<file path="src/rtl/code_sequencer.sv">
// code_sequencer: walks the ROM pointer table and plays each code through
// the chirp controller. It arbitrates the shared ROM read port, inserts an
// inter-code gap, and handles abort, start timeout and controller failure.
// Optional macro SEQ_LOOP_EN: replay the table endlessly instead of ending
// in DONE after the last code.
//
// Ports:
//   clock_in, reset_n_in         clock, async active-low reset
//   start_in, abort_in           start request (edge), abort (level)
//   busy_out, done_out, fail_out status; led_out high while a code plays
//   code_index_out               index of the current code
//   mem_address_out, mem_data_in shared ROM port (async read)
//   ctrl_mem_address_in          controller's ROM address request
//   ctrl_base_address_out        code start address for the controller
//   ctrl_start_out/abort_out     one-cycle controller strobes
//   ctrl_busy_in, ctrl_fail_in   controller status
module code_sequencer #(
    parameter int ADDRESS_BITS  = 13,
    parameter int CLK_MHZ       = 8,
    parameter int GAP_US        = 250000,
    parameter int TABLE_BASE    = 0,
    parameter int START_TIMEOUT = 15
) (
    input  logic                    clock_in,
    input  logic                    reset_n_in,
    input  logic                    start_in,
    input  logic                    abort_in,
    output logic                    busy_out,
    output logic                    done_out,
    output logic                    fail_out,
    output logic                    led_out,
    output logic [7:0]              code_index_out,
    output logic [ADDRESS_BITS-1:0] mem_address_out,
    input  logic [7:0]              mem_data_in,
    input  logic [ADDRESS_BITS-1:0] ctrl_mem_address_in,
    output logic [ADDRESS_BITS-1:0] ctrl_base_address_out,
    output logic                    ctrl_start_out,
    output logic                    ctrl_abort_out,
    input  logic                    ctrl_busy_in,
    input  logic                    ctrl_fail_in
);

    localparam int GAP_CYCLES = GAP_US * CLK_MHZ;
    localparam int GAP_BITS   = $clog2(GAP_CYCLES + 1);
    localparam int TO_BITS    = $clog2(START_TIMEOUT + 1);

    localparam logic [GAP_BITS-1:0] GAP_LOAD = GAP_BITS'(GAP_CYCLES - 1);
    localparam logic [TO_BITS-1:0]  TO_LIMIT = TO_BITS'(START_TIMEOUT);
    localparam logic [ADDRESS_BITS-1:0] TBL_ADDR = ADDRESS_BITS'(TABLE_BASE);
    localparam logic [ADDRESS_BITS-1:0] ONE_ADDR = ADDRESS_BITS'(1);

    typedef enum logic [3:0] {
        S_IDLE,
        S_READ_COUNT,
        S_READ_PTR_LO,
        S_READ_PTR_HI,
        S_START,
        S_WAIT_BUSY,
        S_RUN,
        S_GAP,
        S_DONE,
        S_FAIL
    } state_e;

    state_e                  state_q, state_d;
    logic                    start_q;
    logic [7:0]              count_q, count_d;
    logic [7:0]              index_q, index_d;
    logic [7:0]              lo_q, lo_d;
    logic [ADDRESS_BITS-1:0] base_q, base_d;
    logic [GAP_BITS-1:0]     gap_q, gap_d;
    logic [TO_BITS-1:0]      timeout_q, timeout_d;

    logic                    start_edge;
    logic                    abort_req;
    logic [7:0]              index_inc;
    logic [TO_BITS-1:0]      timeout_inc;
    logic [8:0]              index_x2;
    logic [15:0]             ptr_word;
    logic [ADDRESS_BITS-1:0] ptr_addr;
    logic [ADDRESS_BITS-1:0] own_addr;

    assign start_edge  = start_in & ~start_q;
    // Abort only applies while a run is in progress.
    assign abort_req   = abort_in && (state_q != S_IDLE) && (state_q != S_FAIL);
    assign index_inc   = index_q + 8'd1;
    assign timeout_inc = timeout_q + 1'b1;
    assign index_x2    = {index_q, 1'b0};
    assign ptr_word    = {mem_data_in, lo_q};
    assign ptr_addr    = TBL_ADDR + ONE_ADDR + ADDRESS_BITS'(index_x2);

    // State register and datapath flops
    always_ff @(posedge clock_in or negedge reset_n_in) begin
        if (!reset_n_in) begin
            state_q   <= S_IDLE;
            start_q   <= 1'b0;
            count_q   <= '0;
            index_q   <= '0;
            lo_q      <= '0;
            base_q    <= '0;
            gap_q     <= '0;
            timeout_q <= '0;
        end else begin
            state_q   <= state_d;
            start_q   <= start_in;
            count_q   <= count_d;
            index_q   <= index_d;
            lo_q      <= lo_d;
            base_q    <= base_d;
            gap_q     <= gap_d;
            timeout_q <= timeout_d;
        end
    end

    // Next-state logic
    always_comb begin
        state_d   = state_q;
        count_d   = count_q;
        index_d   = index_q;
        lo_d      = lo_q;
        base_d    = base_q;
        gap_d     = gap_q;
        timeout_d = timeout_q;
        if (abort_req) begin
            state_d = S_IDLE;
        end else begin
            unique case (state_q)
                S_IDLE: begin
                    if (start_edge) state_d = S_READ_COUNT;
                end
                S_READ_COUNT: begin
                    count_d = mem_data_in;
                    index_d = '0;
                    if (mem_data_in == 8'd0) state_d = S_DONE;
                    else                     state_d = S_READ_PTR_LO;
                end
                S_READ_PTR_LO: begin
                    lo_d    = mem_data_in;
                    state_d = S_READ_PTR_HI;
                end
                S_READ_PTR_HI: begin
                    base_d  = ADDRESS_BITS'(ptr_word);
                    state_d = S_START;
                end
                S_START: begin
                    timeout_d = '0;
                    state_d   = S_WAIT_BUSY;
                end
                S_WAIT_BUSY: begin
                    if (ctrl_busy_in) begin
                        state_d = S_RUN;
                    end else begin
                        timeout_d = timeout_inc;
                        if (timeout_inc == TO_LIMIT) state_d = S_FAIL;
                    end
                end
                S_RUN: begin
                    // A failure reported as busy drops is still a failure.
                    if (ctrl_fail_in) begin
                        state_d = S_FAIL;
                    end else if (!ctrl_busy_in) begin
                        gap_d   = GAP_LOAD;
                        state_d = S_GAP;
                    end
                end
                S_GAP: begin
                    if (gap_q != '0) begin
                        gap_d = gap_q - 1'b1;
                    end else if (index_inc == count_q) begin
`ifdef SEQ_LOOP_EN
                        index_d = '0;
                        state_d = S_READ_PTR_LO;
`else
                        index_d = index_inc;
                        state_d = S_DONE;
`endif
                    end else begin
                        index_d = index_inc;
                        state_d = S_READ_PTR_LO;
                    end
                end
                S_DONE: begin
                    state_d = S_IDLE;
                end
                S_FAIL: begin
                    if (start_edge) state_d = S_IDLE;
                end
                default: begin
                    state_d = S_IDLE;
                end
            endcase
        end
    end

    // Output decode and ROM port arbitration
    always_comb begin
        busy_out       = (state_q != S_IDLE) && (state_q != S_FAIL);
        done_out       = (state_q == S_DONE);
        fail_out       = (state_q == S_FAIL);
        led_out        = (state_q == S_RUN);
        ctrl_start_out = (state_q == S_START) && !abort_req;
        ctrl_abort_out = abort_req;
        code_index_out = index_q;
        ctrl_base_address_out = base_q;
        if (state_q == S_READ_COUNT)       own_addr = TBL_ADDR;
        else if (state_q == S_READ_PTR_HI) own_addr = ptr_addr + ONE_ADDR;
        else                               own_addr = ptr_addr;
        if (state_q == S_WAIT_BUSY || state_q == S_RUN)
            mem_address_out = ctrl_mem_address_in;
        else
            mem_address_out = own_addr;
    end

endmodule
</file>
<file path="config.mk">
export PLATFORM = sky130hd
export DESIGN_NAME = code_sequencer
export DESIGN_NICKNAME = d
export VERILOG_FILES = /design/src/rtl/code_sequencer.sv
export SDC_FILE = /design/constraint.sdc
export NUM_CORES = 1
export LEC_CHECK = 0
export CAP_MARGIN = 10
export CORE_ASPECT_RATIO = 1.2
export CORE_MARGIN = 10
export CORE_UTILIZATION = 45
export CTS_CLUSTER_SIZE = 16
export DETAILED_ROUTE_END_ITERATION = 8
export PLACE_DENSITY_LB_ADDON = 0.3
export SKIP_LAST_GASP = 1
export SYNTH_ARGS = -nofsm -noshare
export SYNTH_HDL_FRONTEND = slang
export SYNTH_SLANG_ARGS = --single-unit
export TNS_END_PERCENT = 30
</file>
<file path="constraint.sdc">
create_clock -name clock_in -period 6.85 [get_ports clock_in]
set_clock_uncertainty 0.15 [all_clocks]
set_input_delay 1.37 -clock clock_in [delete_from_list [all_inputs] [get_ports clock_in]]
set_output_delay 1.37 -clock clock_in [all_outputs]
set_load 0.03 [all_outputs]
</file>
==> results of run 1 <==
==> where the power goes <==
part	switching (µW)	leakage [µW]	internal (µW)
logic	505	0.00107	409
registers	156	0.000863	542
clock network	166	0.0000958	170
total	826	0.00203	1120
==> path summary, 6_finish.rpt <==
kind                            startpoint                  to  slack (ns)  depth (start not counted)
worst max-delay path            state_q[1]  mem_address_out[2]        1.96                          7
worst min-delay path              gap_q[7]            gap_q[7]        0.33                          1
worst max register to register  state_q[2]            gap_q[5]        3.92                          6
worst min register to register    gap_q[7]            gap_q[7]        0.33                          1
max in group asynchronous       reset_n_in           gap_q[10]        4.94                          2
min in group asynchronous       reset_n_in           gap_q[11]        1.04                          2
==> cell usage in the layout (no fill, tap or decap), types with 4 or more instances in the layout <==
cell type	n
a21o_1	5
a21oi_1	22
a31oi_1	10
clkbuf_8	9
clkdlybuf4s50_1	65
dfrtp_1	67
ha_1	5
inv_1	11
mux2_2	31
nand2_1	31
nand2b_1	8
nand3_1	19
nand4_1	10
nor2_1	34
nor2b_1	11
nor3_1	12
nor4_1	8
o21ai_0	27
o22ai_1	5
or2_2	6
or4_1	4
xnor2_1	12
xor2_1	17
==> metal layers <==
metal	vias up	part of all wire
met2	112	0.48
met1	1638	0.45
met3	22	0.043
met5	-	0
met4	0	0.022
li1	1631	-
==> critical path: stages (launching register included) <==
cell and delay [ns]:
dfrtp_1 0.73, nand2b_1 0.29, or2_2 0.21, inv_1 0.05, nor2_1 0.58, o21ai_0 0.28, o22ai_1 0.18, clkdlybuf4s50_1 0.69
==> flip-flops by register name (all words and copies together), names as in the netlist <==
register,cells
start_q,1
ctrl_base_address_out,13
timeout_q,4
code_index_out,8
gap_q,21
lo_q,8
state_q,4
count_q,8
==> per-stage QoR <==
step | hold WS [ns] | area (µm²) | utilization | total power (µW) | std cells
global placement | 0.312 | 4670 | 0.545 | 1600 | 583
detailed placement | 0.319 | 4670 | 0.545 | 1620 | 583
global route | 0.358 | 4870 | 0.568 | 2090 | 599
floorplan | 0.290 | 3960 | - | 1340 | 425
finish | 0.325 | 4870 | 0.568 | 1950 | 599
CTS | 0.327 | 4870 | 0.568 | 1960 | 599
==> cells by family (layout without fill, tap and decap cells) <==
| group | count (synthesis) | count (layout) | synth area share |
|---|---|---|---|
| DFF | 67 | 67 | 0.423 |
| xor gates and xnor gates | 29 | 29 | 0.0641 |
| AOI/OAI and AO/OA | 90 | 90 | 0.142 |
| adders and majority gates | 5 | 5 | 0.0158 |
| and+or+nand+nor | 163 | 163 | 0.223 |
| muxes | 34 | 34 | 0.0957 |
| buffers and inverters | 37 | 94 | 0.0363 |
==> area by class of cell <==
cell class / count / area, µm²
clock buffer: 9 / 124
fill: 733 / 3700
multi-input combinational: 321 / 2140
tap: 117 / 146
inverter: 11 / 41.3
sequential: 67 / 1680
clock inverter: 7 / 76.3
timing repair buffer: 67 / 663
==> key figures, run 1 <==
Outcome
  • Status: finished, final reports clean

Finish
  • Share of layout cells above drive strength 1: 0.131
  • Area growth from synthesis to layout: 22.9%
  • Antenna diode count: 0
  • Nets: 509

Run
  • Max Cap Viol: 0

Route
  • Via density: 5.68
  • Post-route DRC violation count: 0
  • Initial DRC count: 216
  • Drt wl/cell: 16.8 µm
  • 1st-pass router iterations: 4
  • Routed Wire Length: 10100 µm
  • Vias after detailed routing: 3403
  • Final ANT Viol Nets: 0

Synth
  • Mapped Avg Cell Area: 9.32 µm²
  • Synth area leader: dfrtp_1
  • Seq/Total Area, Yosys: 0.423
  • Post-synthesis instance total: 425
  • Synth cell types: 53
  • Post-synth EDFFs: 0
  • Synthesized area: 3960 µm²
  • Ys async rst share: 1.00
  • Top cell type's share of synthesized area: 0.423
  • Top cells by area, synth: dfrtp_1, mux2_2, xor2_1
  • Yosys warns: 0
  • Synth Flop Type: dfrtp_1
  • Synth Register Bits: 67
  • Synth Net Count: 457
  • Most numerous cell in the Yosys netlist: dfrtp_1
  • Top cells by count, synth: dfrtp_1, nor2_1, mux2_2, nand2_1, o21ai_0

STA
  • Post-route setup slack: 1.96 ns
  • Fmax: 0.205 GHz
  • Fin. max-slew vios: 0
  • RSZ-0062 raised after global routing: no
  • Max-slew headroom: 0.434
  • Final hold vios: 0
  • Setup TNS: 0 ns
  • Worst-margin pin slew: 0.850 ns
  • Setup violation total in the final timing report: 0
  • Minimum clock period after layout: 4.89 ns
  • Tcrit/Tclk final: 0.714

Die
  • Die area: 13000 µm²
  • Starting Density: 0.463
  • Core area: 8560 µm²
  • Die width: 106 µm
  • # IOs: 67
  • DIE HEIGHT: 123 µm
  • Site row count: 37

Global route
  • Total GRT Usage: 0.154
  • Met3 global-route usage: 0.0278
  • M1 GR Usage: 0.203
  • Top Usage Layer GRT: met2
  • Global-route wire length before repair: 16600 µm
  • Grt total ovfl: 0
  • Initial antenna violation count: 0
  • Grt met2 use: 0.241
  • Vias in the first global route: 3276
  • Largest net degree at the start of global routing: 68

Worst setup path
  • Worst-path maximum fanout: 21
  • Startpoint Class: flop
  • CP arrival: 3.37 ns
  • Crit Path Category: reg2out
  • Worst Path Required: 5.33 ns
  • CP endpoint kind: output pin

Clock network
  • Post-CTS Hold Fix Bufs: 0
  • CTS Sinks: 67
  • TritonCTS clock tree: yes
  • Post CTS Setup Buffer Count: 0
  • CTS resizes: 0
  • Htree depth: 3
  • Clock buffer depth: 2
  • TritonCTS buffer count: 9
  • Worst skew pair latency: 0.35 ns
  • Clock Pin Slew Worst Setup and Hold Paths: 0.07 ns
  • Clock root cell: clkbuf_8

Power and ir drop
  • PwrDens: 400 nW/µm²
  • Max VDD drop: 228 µV
  • Static Leak: 0.00203 µW

Place
  • GPL Wtd Cong: 0.910
  • Final HPWL DP: 7270 µm
  • PortBufs: 66
  • Setup WS pre-CTS: 2.23 ns

Min path
  • Hold Crit Class: reg2reg
Note: power is estimated with default switching activity, not from simulation.
==> inputs of run 2 (changes only) <==
==> constraint.sdc (replaced) <==
create_clock -name clock_in -period 4.3 [get_ports clock_in]
set_clock_uncertainty 0.15 [all_clocks]
set_input_delay 0.86 -clock clock_in [delete_from_list [all_inputs] [get_ports clock_in]]
set_output_delay 0.86 -clock clock_in [all_outputs]
set_load 0.03 [all_outputs]
==> run 2 against run 1 <==
Net effect:
- critical path type unchanged
- worst hold slack improved by 0.015 ns
- final cell count rose by 0.50%
- die area did not move
- largest power group unchanged
- first-iteration DRC count fell by 34%
==> key figures, run 2 (synthesis results as in run 1) <==
Power and ir drop
  • PwrDens: 634 nW/µm² (+58%)
  • Max VDD drop: 394 µV (+73%)
  • Static Leak: 0.00205 µW (+1.0%)

Die
  • Core area: 8560 µm² (unchanged)
  • Site row count: 37 (unchanged)
  • Starting Density: 0.463 (unchanged)
  • Die area: 13000 µm² (unchanged)
  • Die width: 106 µm (unchanged)
  • DIE HEIGHT: 123 µm (unchanged)
  • # IOs: 67 (unchanged)

Clock network
  • Clock root cell: clkbuf_8
  • Htree depth: 3 (unchanged)
  • TritonCTS buffer count: 9 (unchanged)
  • Post CTS Setup Buffer Count: 0 (unchanged)
  • TritonCTS clock tree: yes
  • CTS resizes: 0 (unchanged)
  • Post-CTS Hold Fix Bufs: 0 (unchanged)
  • Clock Pin Slew Worst Setup and Hold Paths: 0.07 ns (about the same)
  • Worst skew pair latency: 0.35 ns (about the same)
  • CTS Sinks: 67 (unchanged)
  • Clock buffer depth: 2 (unchanged)

Global route
  • Global-route wire length before repair: 17000 µm (+2.7%)
  • Total GRT Usage: 0.160 (+0.00561)
  • Initial antenna violation count: 0 (unchanged)
  • Largest net degree at the start of global routing: 37 (-46%)
  • Grt total ovfl: 0 (unchanged)
  • Vias in the first global route: 3387 (+3.4%)

Worst setup path
  • Startpoint Class: flop
  • CP arrival: 3.00 ns (-0.37 ns)
  • CP endpoint kind: output pin
  • Worst Path Required: 3.29 ns (-2.04 ns)
  • Worst-path maximum fanout: 20 (-4.8%)
  • Crit Path Category: reg2out

STA
  • Minimum clock period after layout: 4.01 ns
  • Worst-margin pin slew: 0.767 ns (-0.0823 ns)
  • Tcrit/Tclk final: 0.932
  • Setup TNS: 0 ns (unchanged)
  • RSZ-0062 raised after global routing: no
  • Final hold vios: 0 (unchanged)
  • Fmax: 0.250 GHz
  • Max-slew headroom: 0.486 (+0.0521)
  • Fin. max-slew vios: 0 (unchanged)
  • Setup violation total in the final timing report: 0 (unchanged)

Finish
  • Most flops, register: gap_q
  • Area growth from synthesis to layout: 23.5%
  • Layout fillers: 765 (+4.4%)
  • Antenna diode count: 0 (unchanged)
  • Commonest non-fill, non-tap cell in the layout: dfrtp_1
  • Design area: 4890 µm² (+0.46%)
  • Most frequent cells in the layout: dfrtp_1, clkdlybuf4s50_1, nor2_1
  • Share of layout cells above drive strength 1: 0.134 (+0.00332)
  • Nets: 513 (+0.79%)
  • Max FFs per register: 21 (unchanged)

Place
  • PortBufs: 66 (unchanged)
  • Final HPWL DP: 7480 µm (+2.8%)
  • DP Area: 4700 µm² (+0.64%)
  • GPL Wtd Cong: 0.878 (-3.5%)

Route
  • Initial DRC count: 143 (-34%)
  • 1st-pass router iterations: 4 (unchanged)
  • Routed Wire Length: 10000 µm (-0.31%)
  • Vias after detailed routing: 3365 (-1.1%)
  • Post-route DRC violation count: 0 (unchanged)
  • Drt wl/cell: 16.6 µm (-0.81%)
  • Via density: 5.59 (-1.6%)
  • Final ANT Viol Nets: 0 (unchanged)

Run
  • Max Cap Viol: 0 (unchanged)

Min path
  • Hold Crit Class: reg2reg

Outcome
  • Status: finished, final reports clean
run 2: critical path, cell delays in order, from the launching register on:
cell             delay [ns]
dfrtp_1                0.37
buf_4                  0.20
nand2b_1               0.17
nor2_1                 0.14
nor2_1                 0.58
o21ai_0                0.30
o22ai_1                0.19
clkdlybuf4s50_1        0.70
run 2: layout make-up:
cell class	count	area, µm²	share of cell area
clock inverters	4	51.3	0.0105
repair buffers	71	693	0.142
well taps	117	146	0.0299
inverters	11	41.3	0.00844
flip-flops and latches	67	1680	0.343
multi-input cells	321	2140	0.438
clock buffers	11	141	0.0289
run 2: per-layer routing:
layer  track usage  up-vias  part of all wire
li1              -     1642                 -
met1         0.200     1612              0.45
met2         0.262      102              0.49
met3        0.0367        9             0.047
met4        0.0644        0             0.017
met5             0        -                 0
run 2: final timing paths:
kind | start | endpoint | cells past startpoint | slack (ns)
max | state_q[1] | mem_address_out[2] | 7 | 0.29
min | gap_q[7] | gap_q[7] | 1 | 0.34
max reg2reg | gap_q[7] | code_index_out[2] | 6 | 1.49
min reg2reg | gap_q[7] | gap_q[7] | 1 | 0.34
max in group asynchronous | reset_n_in | lo_q[4] | 2 | 2.67
min in group asynchronous | reset_n_in | gap_q[12] | 1 | 0.41
run 2: report_power, final:
part	leakage [µW]	internal (µW)	total [µW]	switching (µW)
Combinational	0.00109	665	1540	875
Sequential	0.000863	866	1050	182
Clock	0.0000954	280	512	232
run 2: metrics by stage:
stage | worst slack (ns) | utilization | hold slack [ns] | power (µW) | instances
6_report | 0.292 | 0.571 | 0.340 | 3100 | 602
5_1_grt | 0.0753 | 0.571 | 0.368 | 3340 | 602
4_1_cts | 0.245 | 0.571 | 0.342 | 3130 | 602
3_5_place_dp | 0.637 | 0.549 | 0.332 | 2600 | 587
3_3_place_gp | 0.705 | 0.549 | 0.308 | 2570 | 587
2_1_floorplan | 1.05 | - | 0.290 | 2130 | 425
==> inputs of run 3 (changes only) <==
--- a/config.mk
+++ b/config.mk
@@ -11,7 +11,7 @@
 export CORE_UTILIZATION = 45
 export CTS_CLUSTER_SIZE = 16
 export DETAILED_ROUTE_END_ITERATION = 8
-export PLACE_DENSITY_LB_ADDON = 0.3
+export PLACE_DENSITY_LB_ADDON = 0.12
 export SKIP_LAST_GASP = 1
 export SYNTH_ARGS = -nofsm -noshare
 export SYNTH_HDL_FRONTEND = slang
==> run 3 against run 2 <==
Net effect:
- critical path type unchanged
- register-to-register slack got worse by 0.06 ns
- via count shrank 1.1%
- clock power increased by 24%
- sequential share of layout area down 0.38 points
- largest power group unchanged
- critical path depth rose by 1
- final cell count increased by 0.33%
- die area is the same
- count of clock-buffer cells in the layout decreased by 1
- combinational power barely moved
==> key figures, run 3 (synthesis results as in run 1) <==
Finish
  • Nets: 514 (+0.19%)
  • Layout fillers: 760 (-0.65%)
  • Most frequent cells in the layout: dfrtp_1, clkdlybuf4s50_1, nor2_1
  • Commonest non-fill, non-tap cell in the layout: dfrtp_1
  • Area growth from synthesis to layout: 24.9%
  • Seq. cell area: 1680 µm² (unchanged)
  • Max FFs per register: 21 (unchanged)
  • Most flops, register: gap_q
  • Area taken by multi-input logic gates: 2140 µm² (unchanged)
  • Antenna diode count: 0 (unchanged)
  • Share of layout cells above drive strength 1: 0.138 (+0.00356)

Die
  • # IOs: 67 (unchanged)
  • Core area: 8560 µm² (unchanged)
  • Die width: 106 µm (unchanged)
  • Site row count: 37 (unchanged)
  • DIE HEIGHT: 123 µm (unchanged)
  • Starting Density: 0.463 (unchanged)
  • Die area: 13000 µm² (unchanged)

Worst setup path
  • CP endpoint kind: output pin
  • Startpoint Class: flop
  • Crit Path Category: reg2out
  • RR Endpoint: gap_q[5]
  • Largest stage delay on the critical path: 0.72 ns (+0.02 ns)
  • Crit Reg-Reg Startpoint: state_q[0]
  • Worst Path Required: 3.29 ns (about the same)
  • CP Capture Point: mem_address_out[5]
  • Slowest-stage cell, CP: clkdlybuf4s50_1
  • Reg2Reg Setup Slack: 1.43 ns (-0.06 ns)
  • Worst-path maximum fanout: 10 (-50%)
  • CP arrival: 2.89 ns (-0.11 ns)
  • Crit path cell chain: ha_1, nand3_1, nor3_1, a21oi_1, nor2_1, a21oi_1, o21ai_0, clkdlybuf4s50_1
  • Worst r2r path cells: 7 (+1)
  • Setup crit start: code_index_out[0]
  • Cell mode on critical path: a21oi_1

Route
  • Drt wl/cell: 16.9 µm (+1.4%)
  • 1st-pass router iterations: 4 (unchanged)
  • Vias after detailed routing: 3329 (-1.1%)
  • Final ANT Viol Nets: 0 (unchanged)
  • Post-route DRC violation count: 0 (unchanged)
  • Via density: 5.51 (-1.4%)
  • Initial DRC count: 194 (+36%)
  • Routed Wire Length: 10200 µm (+1.7%)

Power and ir drop
  • Sw frac: 0.407 (-0.00879)
  • Internal cell power: 1920 µW (+5.8%)
  • PwrDens: 653 nW/µm² (+3.1%)
  • Gate power share: 0.472 (-0.025)
  • Max VDD drop: 317 µV (-20%)
  • Seq pwr share: 0.332 (-0.006)
  • Clock power share: 0.196 (+0.031)
  • Static Leak: 0.00208 µW (+1.4%)
  • Total power: 3230 µW (+4.2%)
  • Switch Pwr: 1320 µW (+2.0%)

STA
  • Setup TNS: 0 ns (unchanged)
  • Tcrit/Tclk final: 0.906 (-0.0256)
  • Worst-margin pin slew: 0.854 ns (+0.0863 ns)
  • Final hold vios: 0 (unchanged)
  • Minimum clock period after layout: 3.90 ns (-0.110 ns)
  • RSZ-0062 raised after global routing: no
  • Fin. max-slew vios: 0 (unchanged)
  • Fmax: 0.257 GHz (+2.8%)
  • Max-slew headroom: 0.428 (-0.0578)
  • Setup violation total in the final timing report: 0 (unchanged)

Place
  • Final HPWL DP: 7620 µm (+1.9%)
  • PortBufs: 66 (unchanged)
  • GPL Wtd Cong: 0.889 (+1.3%)

Min path
  • Worst Min Path Start: gap_q[7]
  • Hold Crit Class: reg2reg

Global route
  • Total GRT Usage: 0.159 (-0.000493)
  • Largest net degree at the start of global routing: 33 (-11%)
  • Global-route wire length before repair: 17000 µm (-0.24%)
  • Vias in the first global route: 3328 (-1.7%)
  • Initial antenna violation count: 0 (unchanged)
  • Grt total ovfl: 0 (unchanged)

Outcome
  • Status: finished, final reports clean

Clock network
  • Post-CTS Hold Fix Bufs: 0 (unchanged)
  • Clock Pin Slew Worst Setup and Hold Paths: 0.07 ns (about the same)
  • TritonCTS buffer count: 9 (unchanged)
  • CTS Sinks: 67 (unchanged)
  • Clock root cell: clkbuf_8
  • Worst skew pair latency: 0.36 ns (about the same)
  • Clock buffer depth: 2 (unchanged)
  • CTS resizes: 0 (unchanged)
  • Htree depth: 3 (unchanged)
  • TritonCTS clock tree: yes
  • Post CTS Setup Buffer Count: 0 (unchanged)

Run
  • Max Cap Viol: 0 (unchanged)
-- run 3: worst min-delay path by stage --
stage / end / slack, ns / cells after the start
6_report: gap_q[7] / 0.33 / 1
5_1_grt: gap_q[7] / 0.37 / 1
4_1_cts: gap_q[7] / 0.33 / 1
3_5_place_dp: gap_q[7] / 0.32 / 1
3_3_place_gp: gap_q[7] / 0.31 / 1
2_1_floorplan: gap_q[7] / 0.29 / 1
-- run 3: power by group through the flow --
stage	clock [µW]	combinational [µW]	sequential [µW]
finish	635	1520	1070
floorplan	0	996	1130
CTS	656	1530	1070
global placement	0	1500	1070
global route	690	1660	1110
detailed placement	0	1520	1090
-- run 3: layout make-up --
class                   count  area share
repair buffers             72       0.142
clock buffers              10      0.0258
well taps                 117      0.0296
multi-input cells         321       0.433
clock inverters             6      0.0228
inverters                  11     0.00835
flip-flops and latches     67       0.339
-- run 3: metrics by stage --
step                utilization  hold slack, ns  worst slack (ns)  cells  cell area [µm²]
floorplan                     -           0.290              1.05    425             3960
global placement          0.549           0.313             0.737    588             4710
detailed placement        0.549           0.319             0.717    588             4710
CTS                       0.578           0.328             0.388    604             4950
global route              0.578           0.365             0.107    604             4950
finish                    0.578           0.325             0.402    604             4950
-- run 3: worst max-delay path, delay by kind of cell (launching register included) --
| kind | cells | cell delay, ns |
|---|---|---|
| adder cells (fa/ha/maj) | 1 | 0.38 |
| buffers and inverters | 1 | 0.72 |
| AND/OR/NAND/NOR | 3 | 0.55 |
| flip-flops | 1 | 0.57 |
| AO/OA/AOI/OAI | 3 | 0.32 |
-- run 3: routing by layer --
metal	global-route usage	wire [µm]	vias to the layer above
met3	0.0404	499	9
met5	0	0	-
met2	0.256	4810	89
met4	0.0559	116	0
li1	-	-	1640
met1	0.205	4770	1591
